File: src/rtl/nonce_result_collector_if.sv
// Bundles the miner result stream and the host-side read/status signals
// of nonce_result_collector. The miner/host side uses master; the collector uses slave.
interface nonce_result_collector_if #(
    parameter int NONCEBITS  = 32,
    parameter int DEPTH_LOG2 = 3,
    parameter int SEQBITS    = 4
);
    // Miner result stream
    logic                  valid_i;
    logic                  newblock_i;
    logic                  success_i;
    // Host reader side
    logic                  rd_ack;
    logic                  clr_ovf;
    logic                  rd_valid;
    logic [NONCEBITS-1:0]  rd_nonce;
    logic [SEQBITS-1:0]    rd_seq;
    logic [DEPTH_LOG2:0]   fill;
    logic                  overflow;

    modport master (
        output valid_i, newblock_i, success_i, rd_ack, clr_ovf,
        input  rd_valid, rd_nonce, rd_seq, fill, overflow
    );

    modport slave (
        input  valid_i, newblock_i, success_i, rd_ack, clr_ovf,
        output rd_valid, rd_nonce, rd_seq, fill, overflow
    );
endinterface

File: src/rtl/nonce_result_collector.sv
// Rebuilds nonces from the miner result stream, tags winners with a block sequence
// number and queues them in a show-ahead FIFO; a new block flushes stale winners.
module nonce_result_collector #(
    parameter int NONCEBITS   = 32,
    parameter int DEPTH_LOG2  = 3,
    parameter int SEQBITS     = 4,
    parameter int NONCE_START = 0
) (
    input  logic                      clk,
    input  logic                      rst,
    nonce_result_collector_if.slave   bus
);
    localparam int DEPTH = 1 << DEPTH_LOG2;
    localparam logic [NONCEBITS-1:0]  START      = NONCEBITS'(NONCE_START);
    localparam logic [NONCEBITS-1:0]  START_NEXT = NONCEBITS'(NONCE_START + 1);
    localparam logic [DEPTH_LOG2:0]   FULL_COUNT = (DEPTH_LOG2+1)'(DEPTH);

    localparam logic [0:0] S_IDLE   = 1'b0;
    localparam logic [0:0] S_MINING = 1'b1;

    logic [0:0]            state;
    logic [NONCEBITS-1:0]  counter;
    logic [SEQBITS-1:0]    seq;
    logic [DEPTH_LOG2-1:0] rd_ptr;
    logic [DEPTH_LOG2-1:0] wr_ptr;
    logic [DEPTH_LOG2:0]   count;
    logic                  overflow_q;

    logic [NONCEBITS-1:0]  mem_nonce [DEPTH];
    logic [SEQBITS-1:0]    mem_seq   [DEPTH];

    logic                  new_block;
    logic                  accept;
    logic                  push_req;
    logic                  empty;
    logic                  full_eff;
    logic                  pop;
    logic                  push;
    logic                  drop;
    logic [NONCEBITS-1:0]  nonce_cur;
    logic [SEQBITS-1:0]    seq_eff;

    // A new block restarts the nonce sequence and empties the queue before
    // its own result is considered, so it can never be dropped or pop an entry.
    assign new_block = bus.valid_i & bus.newblock_i;
    assign accept    = bus.valid_i & (bus.newblock_i | (state == S_MINING));
    assign push_req  = accept & bus.success_i;
    assign nonce_cur = new_block ? START : counter;
    assign seq_eff   = new_block ? seq + 1'b1 : seq;
    assign empty     = (count == '0);
    assign full_eff  = ~new_block & (count == FULL_COUNT);
    assign pop       = bus.rd_ack & ~empty & ~new_block;
    assign push      = push_req & (~full_eff | pop);
    assign drop      = push_req & full_eff & ~pop;

    // NOTE: all state updates use non-blocking assignments so every register
    // samples the pre-edge values, independent of statement order.
    always_ff @(posedge clk or negedge rst) begin
        if (!rst) begin
            state      <= S_IDLE;
            counter    <= START;
            seq        <= '0;
            rd_ptr     <= '0;
            wr_ptr     <= '0;
            count      <= '0;
            overflow_q <= 1'b0;
        end else begin
            if (new_block) begin
                state   <= S_MINING;
                counter <= START_NEXT;
                seq     <= seq_eff;
            end else if (accept) begin
                counter <= counter + 1'b1;
            end

            if (new_block) begin
                rd_ptr <= wr_ptr;
                wr_ptr <= wr_ptr + DEPTH_LOG2'(push);
                count  <= (DEPTH_LOG2+1)'(push);
            end else begin
                rd_ptr <= rd_ptr + DEPTH_LOG2'(pop);
                wr_ptr <= wr_ptr + DEPTH_LOG2'(push);
                case ({push, pop})
                    2'b10:   count <= count + 1'b1;
                    2'b01:   count <= count - 1'b1;
                    default: count <= count;
                endcase
            end

            if (drop)
                overflow_q <= 1'b1;
            else if (bus.clr_ovf)
                overflow_q <= 1'b0;
        end
    end

    // NOTE: the storage array has no reset; occupancy is tracked by count and the
    // outputs are masked while empty, so stale contents are never observable.
    always_ff @(posedge clk) begin
        if (push) begin
            mem_nonce[wr_ptr] <= nonce_cur;
            mem_seq[wr_ptr]   <= seq_eff;
        end
    end

    assign bus.rd_valid = ~empty;
    assign bus.rd_nonce = empty ? '0 : mem_nonce[rd_ptr];
    assign bus.rd_seq   = empty ? '0 : mem_seq[rd_ptr];
    assign bus.fill     = count;
    assign bus.overflow = overflow_q;

endmodule
File: src/flat_wrapper.sv
// flat-port wrapper written by rule: the top's interface ports become plain ports
module nonce_result_collector_flat 
#(
    parameter int NONCEBITS   = 32,
    parameter int DEPTH_LOG2  = 3,
    parameter int SEQBITS     = 4,
    parameter int NONCE_START = 0
)
  (clk, rst, bus_valid_i, bus_newblock_i, bus_success_i, bus_rd_ack, bus_clr_ovf, bus_rd_valid, bus_rd_nonce, bus_rd_seq, bus_fill, bus_overflow);
  nonce_result_collector_if #(.NONCEBITS(NONCEBITS), .DEPTH_LOG2(DEPTH_LOG2), .SEQBITS(SEQBITS)) bus_i ();
  input  logic clk;
  input  logic rst;
  input wire logic [$bits(bus_i.valid_i)-1:0] bus_valid_i;
  input wire logic [$bits(bus_i.newblock_i)-1:0] bus_newblock_i;
  input wire logic [$bits(bus_i.success_i)-1:0] bus_success_i;
  input wire logic [$bits(bus_i.rd_ack)-1:0] bus_rd_ack;
  input wire logic [$bits(bus_i.clr_ovf)-1:0] bus_clr_ovf;
  output wire logic [$bits(bus_i.rd_valid)-1:0] bus_rd_valid;
  output wire logic [$bits(bus_i.rd_nonce)-1:0] bus_rd_nonce;
  output wire logic [$bits(bus_i.rd_seq)-1:0] bus_rd_seq;
  output wire logic [$bits(bus_i.fill)-1:0] bus_fill;
  output wire logic [$bits(bus_i.overflow)-1:0] bus_overflow;
  assign bus_i.valid_i = bus_valid_i;
  assign bus_i.newblock_i = bus_newblock_i;
  assign bus_i.success_i = bus_success_i;
  assign bus_i.rd_ack = bus_rd_ack;
  assign bus_i.clr_ovf = bus_clr_ovf;
  assign bus_rd_valid = bus_i.rd_valid;
  assign bus_rd_nonce = bus_i.rd_nonce;
  assign bus_rd_seq = bus_i.rd_seq;
  assign bus_fill = bus_i.fill;
  assign bus_overflow = bus_i.overflow;
  nonce_result_collector #(.NONCEBITS(NONCEBITS), .DEPTH_LOG2(DEPTH_LOG2), .SEQBITS(SEQBITS), .NONCE_START(NONCE_START)) u_core (.clk(clk), .rst(rst), .bus(bus_i));
endmodule
File: config.mk
export PLATFORM = sky130hd
export DESIGN_NAME = nonce_result_collector_flat
export DESIGN_NICKNAME = d
export VERILOG_FILES = /design/src/rtl/nonce_result_collector_if.sv /design/src/rtl/nonce_result_collector.sv /design/src/flat_wrapper.sv
export SDC_FILE = /design/constraint.sdc
export NUM_CORES = 1
export LEC_CHECK = 0
export CORE_MARGIN = 2
export CORE_UTILIZATION = 60
export DETAILED_ROUTE_END_ITERATION = 6
export GPL_ROUTABILITY_DRIVEN = 0
export MAX_ROUTING_LAYER = met4
export PLACE_DENSITY_LB_ADDON = 0.08
export SYNTH_ARGS = -nofsm -noshare
export SYNTH_HDL_FRONTEND = slang
export SYNTH_SLANG_ARGS = --single-unit
File: constraint.sdc
create_clock -name clk -period 7.6 [get_ports clk]
set_input_delay 0.76 -clock clk [delete_from_list [all_inputs] [get_ports clk]]
set_output_delay 0.76 -clock clk [all_outputs]
set_load 0.1 [all_outputs]
# Word-level counts from Yosys, hierarchy flattened
# Memory sizes are Yosys's and may differ from the RTL's.
# Cells that the tools add are included.
word_totals:
  reg_bits: 48
  ramBits: 288
  in_bits: 7
  output_inout_bits: 42
  wordCells: 50
  n_memories: 2
op_classes:
  addsub: 6
  n_eq_ne: 3
  n_mux: 13
  bitwise: 15
  n_reduce_logical: 4
mem_list:
  columns: ["memory", "depth", "width", "read_ports", "rd_ports_with_merged_regs", "write_ports", "line", "rtl"]
  rows:
  - ["u_core.mem_nonce", 8, 32, 1, 0, 1, "nonce_result_collector.sv:29", "logic [NONCEBITS-1:0] mem_nonce [DEPTH];"]
  - ["u_core.mem_seq", 8, 4, 1, 0, 1, "nonce_result_collector.sv:30", "logic [SEQBITS-1:0] mem_seq [DEPTH];"]
op_table:
  columns: ["operator", "count"]
  rows:
  - ["$mux 32", 4]
  - ["$add 32x1->32 const B", 1]
  - ["$mux 4", 3]
  - ["$and 1x1->1", 9]
  - ["$add 4x1->4 const B", 2]
  - ["$pmux 4 s2", 1]
  - ["$add 3x1->3", 2]
  - ["$eq 4x4->1 const B", 1]
  - ["$logic_not 4->1", 1]
  - ["$mux 1", 4]
  - ["$not 1->1", 4]
  - ["$reduce_bool 2->1", 2]
  - ["$sub 4x1->4 const B", 1]
  - ["$mux 3", 1]
  - ["$reduce_bool 3->1", 1]
  - ["$eq 2x1->1 const B", 1]
  - ["$eq 2x2->1 const B", 1]
  - ["$or 1x1->1", 2]

# Longest topological paths before layout
# Gate-level depths: netlist of the first run.
depth:
  word_depth: 9
  ltp_mapped: 9
  mapped_depth_nobuf: 8

# Worst setup path after synthesis of the first run
# No wires, ideal clock.
synth_path:
  kind: "reg-to-reg"
  startpoint: "register u_core.count[1], in the netlist u_core.bus.fill[1]"
  endpoint: "memory u_core.mem_nonce[0][0], enable pin"
  setup_ps: 474
  arrival_ps: 4212
  required_ps: 7126
  path_slack_ps: 2914
  path_stages_with_launch: 7
  path_buffers: 1
  synth_period_minus_slack_ps: 4686
  path_cell_list: "dfrtp_1 -> buf_2 -> nor3_1 -> nand4b_1 -> and2_1 -> nand2b_1 -> nor3_1"
synth_via:
  elab_chain_cells: 8
  elab_cells_between_ends: 11
  classes_between: "1 x eq/ne; 2 x mux; 7 x bitwise; 1 x reduce/logical"
synth_rtl:
  columns: ["element", "line", "rtl"]
  rows:
  - ["start, declared", "nonce_result_collector.sv:26", "logic [DEPTH_LOG2:0] count;"]
  - ["start signal, assigned", "nonce_result_collector.sv:79", "count <= (DEPTH_LOG2+1)'(push);"]
  - ["start signal, assigned", "nonce_result_collector.sv:84", "2'b10: count <= count + 1'b1;"]
  - ["start signal, assigned", "nonce_result_collector.sv:85", "2'b01: count <= count - 1'b1;"]
  - ["$logic_not 4->1", "nonce_result_collector.sv:50", "assign empty = (count == '0);"]
  - ["$not 1->1", "nonce_result_collector.sv:52", "assign pop = bus.rd_ack & ~empty & ~new_block;"]
  - ["$and 1x1->1 (2 in series)", "nonce_result_collector.sv:52", null]
  - ["$or 1x1->1 *", "nonce_result_collector.sv:53", "assign push = push_req & (~full_eff | pop);"]
  - ["$and 1x1->1 *", "nonce_result_collector.sv:53", null]
  - ["$mux 1 *", "nonce_result_collector.sv:100", "if (push) begin"]
  - ["$mux 1 (implied by the code) *", "nonce_result_collector.sv:101", "mem_nonce[wr_ptr] <= nonce_cur;"]
  - ["end, declared", "nonce_result_collector.sv:29", null]
# Mark *: on every way between the ends. The rest lies on a longest branch, timed or not.

# Worst setup path after layout of the first run
layout_path:
  startpoint: "register u_core.rd_ptr[0]"
  endpoint: "output bus_rd_seq[3]"
layout_via:
  elab_chain_cells: 2
layout_rtl:
  columns: ["element", "line", "rtl"]
  rows:
  - ["start, declared", "nonce_result_collector.sv:24", "logic [DEPTH_LOG2-1:0] rd_ptr;"]
  - ["start signal, assigned", "nonce_result_collector.sv:77", "rd_ptr <= wr_ptr;"]
  - ["start signal, assigned", "nonce_result_collector.sv:81", "rd_ptr <= rd_ptr + DEPTH_LOG2'(pop);"]
  - ["$mem_v2 8x4", null, null]
  - ["$mux 4", "nonce_result_collector.sv:108", "assign bus.rd_seq = empty ? '0 : mem_seq[rd_ptr];"]
  - ["end, declared", "flat_wrapper.sv:20", "output wire logic [$bits(bus_i.rd_seq)-1:0] bus_rd_seq;"]
# Every way passes these cells.

==> impl_metrics.json, run 1 <==
{
  "rsz0062_at_grt": "no",
  "grt_pass1_vias": 7230,
  "maxCapViolCount": 0,
  "clock-sinks": 336,
  "worstMarginPinSlew_ns": 1.20,
  "cts.repair.resized": 0,
  "crit_type": "reg -> out",
  "insertedDiodeCount": 0,
  "slew_violations": 0,
  "syn_inst": 753,
  "antenna_found_initial": 0,
  "synthFlopType": "edfxtp_1",
  "yosys_warnings": 0,
  "multi_input_area_mm2": 0.00367,
  "dieArea_mm2": 0.0240,
  "hold_viol_final": 0,
  "synth_nets": 768,
  "synthTopCellsByArea": "edfxtp_1 63%, mux4_2 12%, dfrtp_1 8.8%",
  "fmax_mhz": 210,
  "drc": 0,
  "status": "finished, final reports clean",
  "hold_ws_ns": 0.374,
  "worstPathRequired_ns": 6.84,
  "grt_remaining_overflow": 0,
  "arrival_ns": 4.00,
  "die_w_um": 155,
  "post-route-min-period_ns": 4.76,
  "post_cts_buffers": 0,
  "cts_max_path_buffers": 3,
  "routed_wl_mm": 26.6,
  "cts_tree": "done",
  "h-tree-depth": 2,
  "clockRootBuffer": "clkbuf_16",
  "fp.coreArea_mm2": 0.0225,
  "clk_pin_slew_ns": 0.06,
  "finClkSkew_ns": 0.0163,
  "synth.distinct_cells": 40,
  "hold_buffers": 0,
  "numCtsBuffers": 34,
  "dr.pass1.iters": 5,
  "syn_to_final_growth_pct": 14.2,
  "grt_max_degree": 49,
  "reg2reg_depth": 9,
  "io_pins": 49,
  "synth-edff-count": 288,
  "die_height_um": 155,
  "dp_hpwl_mm": 14.7,
  "wire_per_inst_um": 23.6,
  "r2r-end": "u_core.bus.fill[3]",
  "grt_pass1_wl_mm": 41.5,
  "placement.io_buffers": 48,
  "min_period_over_period_pct": 62.6,
  "yosysSeqAreaShare_pct": 72.2,
  "final_cell_count_no_fill": 1126,
  "min_path_type": "in -> async",
  "vias_per_cell": 6.07,
  "route.vias.total": 6831,
  "initial_core_util_pct": 60.7,
  "async_reset_ff_share_pct": 14.3,
  "synthesis.area_mm2": 0.0136,
  "start_kind": "flip-flop",
  "r2r-start": "u_core.bus.fill[2]",
  "crit_fanout": 43,
  "rows": 55,
  "fin_nets": 831,
  "setup_viol": 0,
  "regToRegSetupSlack_ns": 4.18,
  "critPathCaptureType": "output port",
  "synth.avg_cell_area_um2": 18.1,
  "netlist.area_leader.share_pct": 63.4,
  "timing.slew.headroom_pct": 19.2,
  "ys_ff_latch": 336,
  "fin_tns_setup_ns": 0,
  "track_usage_pct": 23.9,
  "dp.cells": 1065,
  "n_fill_cell": 1448,
  "postLayoutCoreUtil_pct": 69.2,
  "clk_latency_ns": 0.51,
  "drtIter0Drc": 559,
  "layout-drive-gt1-share_pct": 19.6,
  "seqCellArea_mm2": 0.00986,
  "synth_area_leader_cell": "edfxtp_1",
  "postRouteAntennaNets": 0
}
[metal layers]
| metal | wire length [um] | track usage (%) | up-vias |
|---|---|---|---|
| met4 | 457 | 6.35 | 0 |
| met2 | 13500 | 38.7 | 185 |
| met5 | 0 | - | - |
| met1 | 11300 | 31.9 | 3566 |
| met3 | 1340 | 4.46 | 31 |
| li1 | - | - | 3049 |
[state kept, by name, summed over array words and instances, names as in the netlist]
| register | cells |
|---|---|
| u_core.bus.overflow | 1 |
| u_core.mem_nonce | 256 |
| u_core.wr_ptr | 3 |
| u_core.bus.fill | 4 |
| u_core.counter | 32 |
| u_core.state | 1 |
| u_core.rd_ptr | 3 |
| u_core.mem_seq | 32 |
| u_core.seq | 4 |
[cell families (layout without fill, tap and decap cells)]
logic type | Yosys count | in the layout | share of synthesized area, %
buffers and inverters | 41 | 129 | 1.34
multiplexers | 111 | 111 | 14.8
adder cells (fa/ha/maj) | 8 | 8 | 0.733
AND/OR/NAND/NOR | 194 | 194 | 7.41
flip-flops | 336 | 336 | 72.2
XOR/XNOR | 36 | 36 | 2.31
AO/OA/AOI/OAI | 27 | 27 | 1.27
[area by class of cell]
class | count | area share (%)
inverters | 4 | 0.0964
well taps | 285 | 2.29
flip-flops and latches | 336 | 63.3
clock buffers | 44 | 6.03
repair buffers | 64 | 3.82
clock inverters | 17 | 0.940
multi-input cells | 376 | 23.6
[how the worst max path moves through the flow]
stage / startpoint / end / slack [ns] / cells after the start
after floorplan: u_core.bus.fill[1] / u_core.mem_nonce[0][0] / 2.91 / 6
after global placement: u_core.rd_ptr[0] / bus_rd_nonce[9] / 3.28 / 5
after detailed placement: u_core.rd_ptr[0] / bus_rd_nonce[9] / 3.25 / 5
after CTS: u_core.rd_ptr[0] / bus_rd_seq[3] / 2.73 / 5
after global routing: u_core.rd_ptr[0] / bus_rd_nonce[7] / 2.52 / 5
final: u_core.rd_ptr[0] / bus_rd_seq[3] / 2.84 / 5
[synthesized netlist by cell type, types with 2 or more instances]
| cell | n |
|---|---|
| edfxtp_1 | 288 |
| nor2_1 | 76 |
| and2_1 | 36 |
| xnor2_1 | 13 |
| xor2_1 | 23 |
| nand2b_1 | 5 |
| and3_1 | 7 |
| nand3_1 | 11 |
| mux4_2 | 72 |
| mux2i_1 | 37 |
| and4_1 | 2 |
| nor3_1 | 5 |
| or3_1 | 4 |
| o21ai_0 | 12 |
| nand2_1 | 29 |
| ha_1 | 8 |
| buf_1 | 2 |
| dfrtp_1 | 48 |
| clkbuf_1 | 22 |
| buf_6 | 2 |
| nand4_1 | 11 |
| a21oi_1 | 8 |
| buf_2 | 11 |
| nor4_4 | 3 |
| inv_1 | 3 |
[critical path, cell delays in order, from the launching register on]
cell and delay [ns]:
dfrtp_4 1.01, buf_4 0.64, mux4_2 0.57, mux2i_1 0.16
nor2_1 0.07, clkdlybuf4s50_1 0.99
[cells in the final DEF (no fill, tap or decap), drive strengths merged, types with 13 or more instances in the layout]
| cell type | instances |
|---|---|
| mux4 | 72 |
| mux2i | 37 |
| xnor2 | 13 |
| clkdlybuf4s50 | 47 |
| o21ai | 13 |
| edfxtp | 288 |
| buf | 17 |
| nand2 | 29 |
| dfrtp | 48 |
| nor2 | 76 |
| clkbuf | 44 |
| xor2 | 23 |
| and2 | 36 |
[stage by stage]
| stage | setup slack, ns | cell area [um2] |
|---|---|---|
| after global routing | 2.52 | 15600 |
| after global placement | 3.28 | 14500 |
| after CTS | 2.73 | 15600 |
| after detailed placement | 3.25 | 14500 |
| final | 2.84 | 15600 |
| after floorplan | 2.91 | 13600 |
Power of run 1 is left out: the tool's default activity adds up to more than one toggle a clock period on the data nets, which glitch-free logic cannot reach.
==> run 2, diff against run 1 <==
==> constraint.sdc (replaced) <==
create_clock -name clk -period 4.5 [get_ports clk]
set_input_delay 0.45 -clock clk [delete_from_list [all_inputs] [get_ports clk]]
set_output_delay 0.45 -clock clk [all_outputs]
set_load 0.1 [all_outputs]
==> run 2 against run 1 <==
Compared with the run above: die area did not move; routed wire length up 0.14%; count of clock-buffer cells in the layout rose by 7; core utilization grew 0.54 points; critical path type unchanged.
==> impl_metrics.json, run 2 (synthesis results as in run 1) <==
{
  "status": "finished, final reports clean",
  "drc": 0,
  "dieArea_mm2": 0.0240,
  "cts.repair.resized": 0,
  "insertedDiodeCount": 0,
  "clock-sinks": 336,
  "route.vias.total": 6917,
  "routed_wl_mm": 26.6,
  "grt_use_met3_pct": 3.87,
  "grt_pass1_wl_mm": 42.3,
  "crit_fanout": 24,
  "grt_pass1_vias": 7552,
  "min_period_over_period_pct": 87.0,
  "final_common_cell": "edfxtp_1",
  "timing.slew.headroom_pct": 32.4,
  "rows": 55,
  "start_kind": "flip-flop",
  "hold_viol_final": 0,
  "hold_buffers": 0,
  "fin_nets": 838,
  "numCtsBuffers": 35,
  "post-route-min-period_ns": 3.91,
  "layout-drive-gt1-share_pct": 19.2,
  "finClkSkew_ns": 0.0190,
  "antenna_found_initial": 0,
  "grt_use_met2_pct": 40.7,
  "top_usage_layer": "met2",
  "fp.coreArea_mm2": 0.0225,
  "final_cell_count_no_fill": 1132,
  "syn_to_final_growth_pct": 15.0,
  "setup_viol": 0,
  "maxCapViolCount": 0,
  "rsz0062_at_grt": "no",
  "cts_tree": "done",
  "track_usage_pct": 24.3,
  "worstPathRequired_ns": 4.05,
  "vias_per_cell": 6.11,
  "placement.io_buffers": 48,
  "top_regs": "u_core.mem_nonce x256, u_core.counter x32, u_core.mem_seq x32",
  "grt_max_degree": 49,
  "dp_hpwl_mm": 15.1,
  "slew_violations": 0,
  "fmax_mhz": 255,
  "io_pins": 49,
  "critPathCaptureType": "output port",
  "largest_reg_flops": 256,
  "post_cts_buffers": 0,
  "dr.pass1.iters": 4,
  "layout_common_cells": "288 x edfxtp_1, 72 x mux4_2, 70 x nor2_1",
  "drtIter0Drc": 499,
  "die_height_um": 155,
  "crit_type": "reg -> out",
  "clockRootBuffer": "clkbuf_16",
  "worstMarginPinSlew_ns": 1.01,
  "fin_tns_setup_ns": 0,
  "use_met1_pct": 31.0,
  "n_fill_cell": 1436,
  "dp.cells": 1071,
  "die_w_um": 155,
  "min_path_type": "in -> async",
  "arrival_ns": 3.46,
  "cts_max_path_buffers": 3,
  "postRouteAntennaNets": 0,
  "wire_per_inst_um": 23.5,
  "initial_core_util_pct": 60.7,
  "regMostFlops": "u_core.mem_nonce",
  "grt_remaining_overflow": 0,
  "clk_pin_slew_ns": 0.06,
  "h-tree-depth": 2,
  "clk_latency_ns": 0.51
}
==> run 2: cell type report <==
cell class                 count  area [um2]  share of cell area, %
tap                          285         357                   2.27
multi-input combinational    376        3680                   23.5
sequential                   336        9860                   62.8
inverter                       4        15.0                 0.0956
clock inverter                10        48.8                  0.311
clock buffer                  51         978                   6.23
timing repair buffer          70         763                   4.86
==> run 2: path summary, 6_finish.rpt <==
check	from	end	slack [ns]	depth (start not counted)
max	u_core.rd_ptr[0]	bus_rd_nonce[14]	0.59	5
max reg2reg	u_core.bus.fill[1]	u_core.bus.fill[3]	1.81	9
min in group clk	u_core.seq[3]	u_core.seq[3]	0.49	1
min	rst	u_core.counter[2]	0.06	2
max in group asynchronous	rst	u_core.rd_ptr[0]	3.95	2
min reg2reg	u_core.seq[3]	u_core.seq[3]	0.49	1
==> run 2: critical path: stages (launching register included) <==
cell and delay [ns]:
dfrtp_4 0.75, buf_4 0.41, mux4_2 0.55, mux2i_1 0.18, nor2_1 0.06, clkdlybuf4s50_1 0.99
==> run 2: stage by stage <==
stage	cell area (um2)	worst slack [ns]	hold WS (ns)	util, %
detailed placement	14700	1.06	0.483	65.2
floorplan	13700	0.779	0.154	-
global route	15700	0.400	0.114	69.8
finish	15700	0.585	0.0565	69.8
CTS	15700	0.523	0.0660	69.8
global placement	14700	1.07	0.482	65.2
==> run 2: metal layers <==
metal / wire (um) / part of all wire (%) / up-vias
met5: 0 / 0 / -
met4: 514 / 1.9 / 0
met3: 1300 / 4.9 / 44
li1: - / - / 3063
met2: 13800 / 52 / 216
met1: 11000 / 41 / 3594
Power of run 2 is left out for the same reason.
==> run 3, diff against run 2 <==
--- a/config.mk
+++ b/config.mk
@@ -5,12 +5,15 @@
 export SDC_FILE = /design/constraint.sdc
 export NUM_CORES = 1
 export LEC_CHECK = 0
+export CELL_PAD_IN_SITES_DETAIL_PLACEMENT = 0
+export CELL_PAD_IN_SITES_GLOBAL_PLACEMENT = 1
 export CORE_MARGIN = 2
-export CORE_UTILIZATION = 60
+export CORE_UTILIZATION = 53
 export DETAILED_ROUTE_END_ITERATION = 6
 export GPL_ROUTABILITY_DRIVEN = 0
 export MAX_ROUTING_LAYER = met4
 export PLACE_DENSITY_LB_ADDON = 0.08
+export SKIP_LAST_GASP = 1
 export SYNTH_ARGS = -nofsm -noshare
 export SYNTH_HDL_FRONTEND = slang
 export SYNTH_SLANG_ARGS = --single-unit
==> run 3 against run 2 <==
Compared with the run above: core utilization down 7.6 points; worst setup slack better by 0.66 ns; fmax up 20%; first-iteration DRC count up 6.8%; critical endpoint is now bus_rd_nonce[30]; highest routed layer unchanged; clock skew down 0.0073 ns; sequential share of layout area about the same; via count down 0.39%; count of clock-buffer cells in the layout down 7; sequential cell count unchanged; critical path depth down 1; die area up 13%.
==> impl_metrics.json, run 3 (synthesis results as in run 1) <==
{
  "status": "finished, final reports clean",
  "timing.slew.headroom_pct": 32.3,
  "hold_viol_final": 0,
  "vias_per_cell": 5.83,
  "route.vias.total": 6890,
  "fmax_mhz": 307,
  "routed_wl_mm": 27.9,
  "drc": 0,
  "postRouteAntennaNets": 0,
  "worstPathRequired_ns": 4.05,
  "numCtsBuffers": 35,
  "path_delay_family": "buffers and inverters",
  "crit_type": "reg -> out",
  "start_kind": "flip-flop",
  "die_height_um": 164,
  "post-route-min-period_ns": 3.26,
  "dieArea_mm2": 0.0271,
  "setup_viol": 0,
  "critPathCaptureType": "output port",
  "layout-drive-gt1-share_pct": 24.3,
  "crit_chain": "mux4_2, mux2i_1, nor2_1, clkdlybuf4s50_1",
  "largest_reg_flops": 256,
  "clk_latency_ns": 0.50,
  "rows": 58,
  "fp.coreArea_mm2": 0.0253,
  "io_pins": 49,
  "dr.pass1.iters": 4,
  "maxCapViolCount": 0,
  "placement.io_buffers": 48,
  "min_period_over_period_pct": 72.4,
  "clockRootBuffer": "clkbuf_16",
  "clk_pin_slew_ns": 0.06,
  "grt_pass1_vias": 7033,
  "crit_slowest_cell": "clkdlybuf4s50_1",
  "regMostFlops": "u_core.mem_nonce",
  "top_regs": "u_core.mem_nonce x256, u_core.counter x32, u_core.mem_seq x32",
  "cts_tree": "done",
  "drtIter0Drc": 533,
  "clock-sinks": 336,
  "grt_pass1_wl_mm": 42.7,
  "slew_violations": 0,
  "crit_fanout": 10,
  "cts.repair.resized": 0,
  "insertedDiodeCount": 0,
  "layout_common_cells": "288 x edfxtp_1, 72 x mux4_2, 70 x nor2_1",
  "cts_max_path_buffers": 3,
  "worstMarginPinSlew_ns": 1.01,
  "rsz0062_at_grt": "no",
  "syn_to_final_growth_pct": 15.1,
  "track_usage_pct": 22.2,
  "fin_nets": 844,
  "min_path_type": "in -> async",
  "grt_max_degree": 42,
  "arrival_ns": 2.81,
  "final_common_cell": "edfxtp_1",
  "fin_tns_setup_ns": 0,
  "grt_remaining_overflow": 0,
  "dp_hpwl_mm": 16.7,
  "max_stage_delay_ns": 0.99,
  "crit_buf_inv": 1,
  "n_fill_cell": 1856,
  "antenna_found_initial": 0,
  "initial_core_util_pct": 54.0,
  "die_w_um": 164,
  "finClkSkew_ns": 0.0117,
  "h-tree-depth": 2,
  "wire_per_inst_um": 23.6,
  "post_cts_buffers": 0
}
## run 3: repair_timing
action,in CTS,in global routing
endpoints found under the setup margin,0,0
hold endpoints to repair,19,0
hold buffers,1,0
## run 3: final timing paths
path | start | slack (ns) | cells after the start | to
max | u_core.rd_ptr[0] | 1.24 | 4 | bus_rd_nonce[30]
min | rst | 0.48 | 2 | u_core.counter[24]
max reg2reg | u_core.bus.fill[2] | 1.94 | 8 | u_core.bus.fill[3]
min reg2reg | u_core.seq[3] | 0.49 | 1 | u_core.seq[3]
max in group asynchronous | rst | 3.17 | 3 | u_core.rd_ptr[2]
min in group clk | u_core.seq[3] | 0.49 | 1 | u_core.seq[3]
## run 3: stage by stage
step	hold WS (ns)	util, %	worst slack, ns	cell area (um2)	instances
global route	0.501	62.2	1.06	15700	1181
floorplan	0.154	-	0.779	13700	753
global placement	0.456	57.7	1.40	14600	1121
detailed placement	0.464	57.7	1.37	14600	1121
finish	0.476	62.2	1.24	15700	1181
CTS	0.461	62.2	1.16	15700	1181
## run 3: layer usage
metal	wire (um)	part of all wire (%)	up-vias	global-route usage, %
met2	13700	49	184	34.6
met4	618	2.2	0	6.25
met5	0	0	-	-
met1	12200	44	3595	31.0
met3	1390	5.0	44	3.59
li1	-	-	3067	-
## run 3: layout make-up
class | instances | area [um2] | share of cell area, %
timing repair buffer | 76 | 626 | 3.98
multi-input combinational | 376 | 3680 | 23.5
tap | 330 | 413 | 2.63
clock buffer | 44 | 962 | 6.13
inverter | 4 | 15.0 | 0.0956
clock inverter | 15 | 148 | 0.940
sequential | 336 | 9860 | 62.8
Power of run 3 is left out for the same reason.
==> patch: new RTL, settings of run 2 <==
Compare `count` against `FULL_COUNT` with >= in place of ==.
--- a/src/rtl/nonce_result_collector.sv
+++ b/src/rtl/nonce_result_collector.sv
@@ -49,5 +49,5 @@
     assign seq_eff   = new_block ? seq + 1'b1 : seq;
     assign empty     = (count == '0);
-    assign full_eff  = ~new_block & (count == FULL_COUNT);
+    assign full_eff  = ~new_block & (count >= FULL_COUNT);
     assign pop       = bus.rd_ack & ~empty & ~new_block;
     assign push      = push_req & (~full_eff | pop);
Function: no difference found for any inputs over 4 cycles, from zero or initial values and one cycle with rst low; that may be too few to reach the edited logic, so the function may still have changed.
==> patch against run 2 <==
Utilization decreased by 0.35 points; area after synthesis increased by 0.60%; register-to-register slack got worse by 0.07 ns; sequential cell count unchanged; routed wire length increased by 5.2%; cell area decreased by 0.19%; setup slack improved by 0.17 ns; sequential share of layout area increased by 0.12 points; critical path type unchanged.
==> patch: results (changes against run 2) <==
- Final layout net count: 861 (was 838)
- Antenna violations before repair: 0 (unchanged)
- Top cells by count, synth: edfxtp_1 (288), mux4_2 (72), nor2_1 (68), dfrtp_1 (48), mux2i_1 (38) (was edfxtp_1 (288), nor2_1 (76), mux4_2 (72), dfrtp_1 (48), mux2i_1 (37))
- Vias in the first global route: 7589 (was 7552)
- Syn_nets: 791 (was 768)
- Status: complete, no violations (unchanged)
- Top post-synthesis cells by area: edfxtp_1 (63%), mux4_2 (12%), dfrtp_1 (8.7%), mux2i_1 (2.8%), nor2_1 (1.9%) (was edfxtp_1 (63%), mux4_2 (12%), dfrtp_1 (8.8%), mux2i_1 (2.7%), nor2_1 (2.1%))
- Slowest cell on crit path: clkdlybuf4s50_1 (unchanged)
- Distinct cells, synth: 45 (was 40)
- Fillers: 1452 (was 1436)
- FFs w/ async S/R, synth: 14.3% (unchanged)
- Main synth FF type: edfxtp_1 (unchanged)
- Crit Path Max Fanout: 22 (was 24)
- Post-synth EDFFs: 288 (unchanged)
- Pin slew with the least headroom to its limit: 0.984 ns (was 1.01 ns)
- Top-area cell type share of the netlist area: 63.0% (was 63.4%)
- Fin Clk Skew: 0.0218 ns (was 0.0190 ns)
- Largest net degree at the start of global routing: 51 (was 49)
- Met3 Wirelength: 1.52 mm (was 1.30 mm)
- Sequential area share after synthesis: 71.7% (was 72.2%)
- Routing usage on met1: 35.0% (was 31.0%)
- Clock network fraction of total power: 23.4%
- Sequential Power Share: 35.0%
- Mapped Avg Cell Area: 17.7 sq um (was 18.1 sq um)
- Total GRT Usage: 24.9% (was 24.3%)
- Leakage: 5.34 nW
- WL/cell: 24.3 microns (was 23.5 microns)
- # DRC: 0 (unchanged)
- Worst vdd ir: 0.886 mV
- First DRT Iteration DRCs: 572 (was 499)
- GR Util met3: 3.48% (was 3.87%)
- Layout cells sized above 1: 21.9% (was 19.2%)
- Number of cells after detailed placement: 1094 (was 1071)
- DRT Pass-1 Iters: 5 (was 4)
- Clock Latency Late Sink: 0.51 ns (about the same)
- TritonCTS buffer count: 35 (unchanged)
- Estimated wirelength of the detail-placed design: 16.1 mm (was 15.1 mm)
- Cell internal pwr: 6.62 mW
- Clock network power: 2.64 mW
- Place WS: 1.12 ns (was 1.06 ns)
- Dpl cell area: 14600 sq um (was 14700 sq um)
- Met2 GRT Util: 39.6% (was 40.7%)
- Largest regs: u_core.mem_nonce (256), u_core.counter (32), u_core.mem_seq (32) (unchanged)
- Via count: 7315 (was 6917)
- Port bufs: 48 (unchanged)
- YS warnings: 0 (unchanged)
- Top sig layer: met4 (unchanged)
- H-tree levels: 2 (unchanged)
- Routed WL: 28.0 mm (was 26.6 mm)
- Slowest cell delay on critical path: 0.98 ns
- CP arrival: 3.30 ns (was 3.46 ns)
- R2r worst-path depth: 8 (was 9)
- Met2 Wirelength: 14.0 mm (was 13.8 mm)
- First-pass GRT wire length: 43.5 mm (was 42.3 mm)
- DRT met1 WL: 12.0 mm (was 11.0 mm)
==> patch: cell count changes in the layout (fill, tap and decap cells not counted), moves of 7 or more <==
| cell | run 2 | this run |
|---|---|---|
| buf_12 | 10 | 1 |
| mux2_2 | 0 | 12 |
| nor3_1 | 3 | 12 |
| or4_1 | 0 | 9 |
| xor2_1 | 23 | 5 |
| clkdlybuf4s50_1 | 46 | 29 |
| buf_4 | 13 | 43 |
| inv_1 | 3 | 10 |
==> patch: kinds of logic (layout without fill, tap and decap cells) <==
| family | after synthesis | after routing | share of synthesized area, % |
|---|---|---|---|
| compound gates | 40 | 40 | 1.88 |
| buf+inv | 51 | 144 | 1.51 |
| simple gates | 200 | 200 | 7.35 |
| mux | 123 | 123 | 15.6 |
| flops | 336 | 336 | 71.7 |
| xor+xnor | 18 | 18 | 1.15 |
| fa+ha+maj | 8 | 8 | 0.729 |
==> patch: cell type report <==
class	count	area [sq um]	area share (%)
Timing Repair Buffer	74	638	4.07
Multi-Input combinational cell	389	3750	23.9
Clock buffer	46	917	5.85
Clock inverter	14	118	0.750
Tap cell	285	357	2.28
Inverter	10	37.5	0.240
Sequential cell	336	9860	62.9
==> patch: final timing paths <==
| kind | start | to | slack (ns) |
|---|---|---|---|
| max in group asynchronous | rst | u_core.rd_ptr[0] | 3.94 |
| worst max register to register | u_core.state | u_core.bus.fill[3] | 1.74 |
| worst min-delay path | rst | u_core.wr_ptr[0] | 0.06 |
| worst max-delay path | u_core.rd_ptr[0] | bus_rd_nonce[3] | 0.75 |
| min in group clk | u_core.seq[3] | u_core.seq[3] | 0.51 |
| worst min register to register | u_core.seq[3] | u_core.seq[3] | 0.51 |
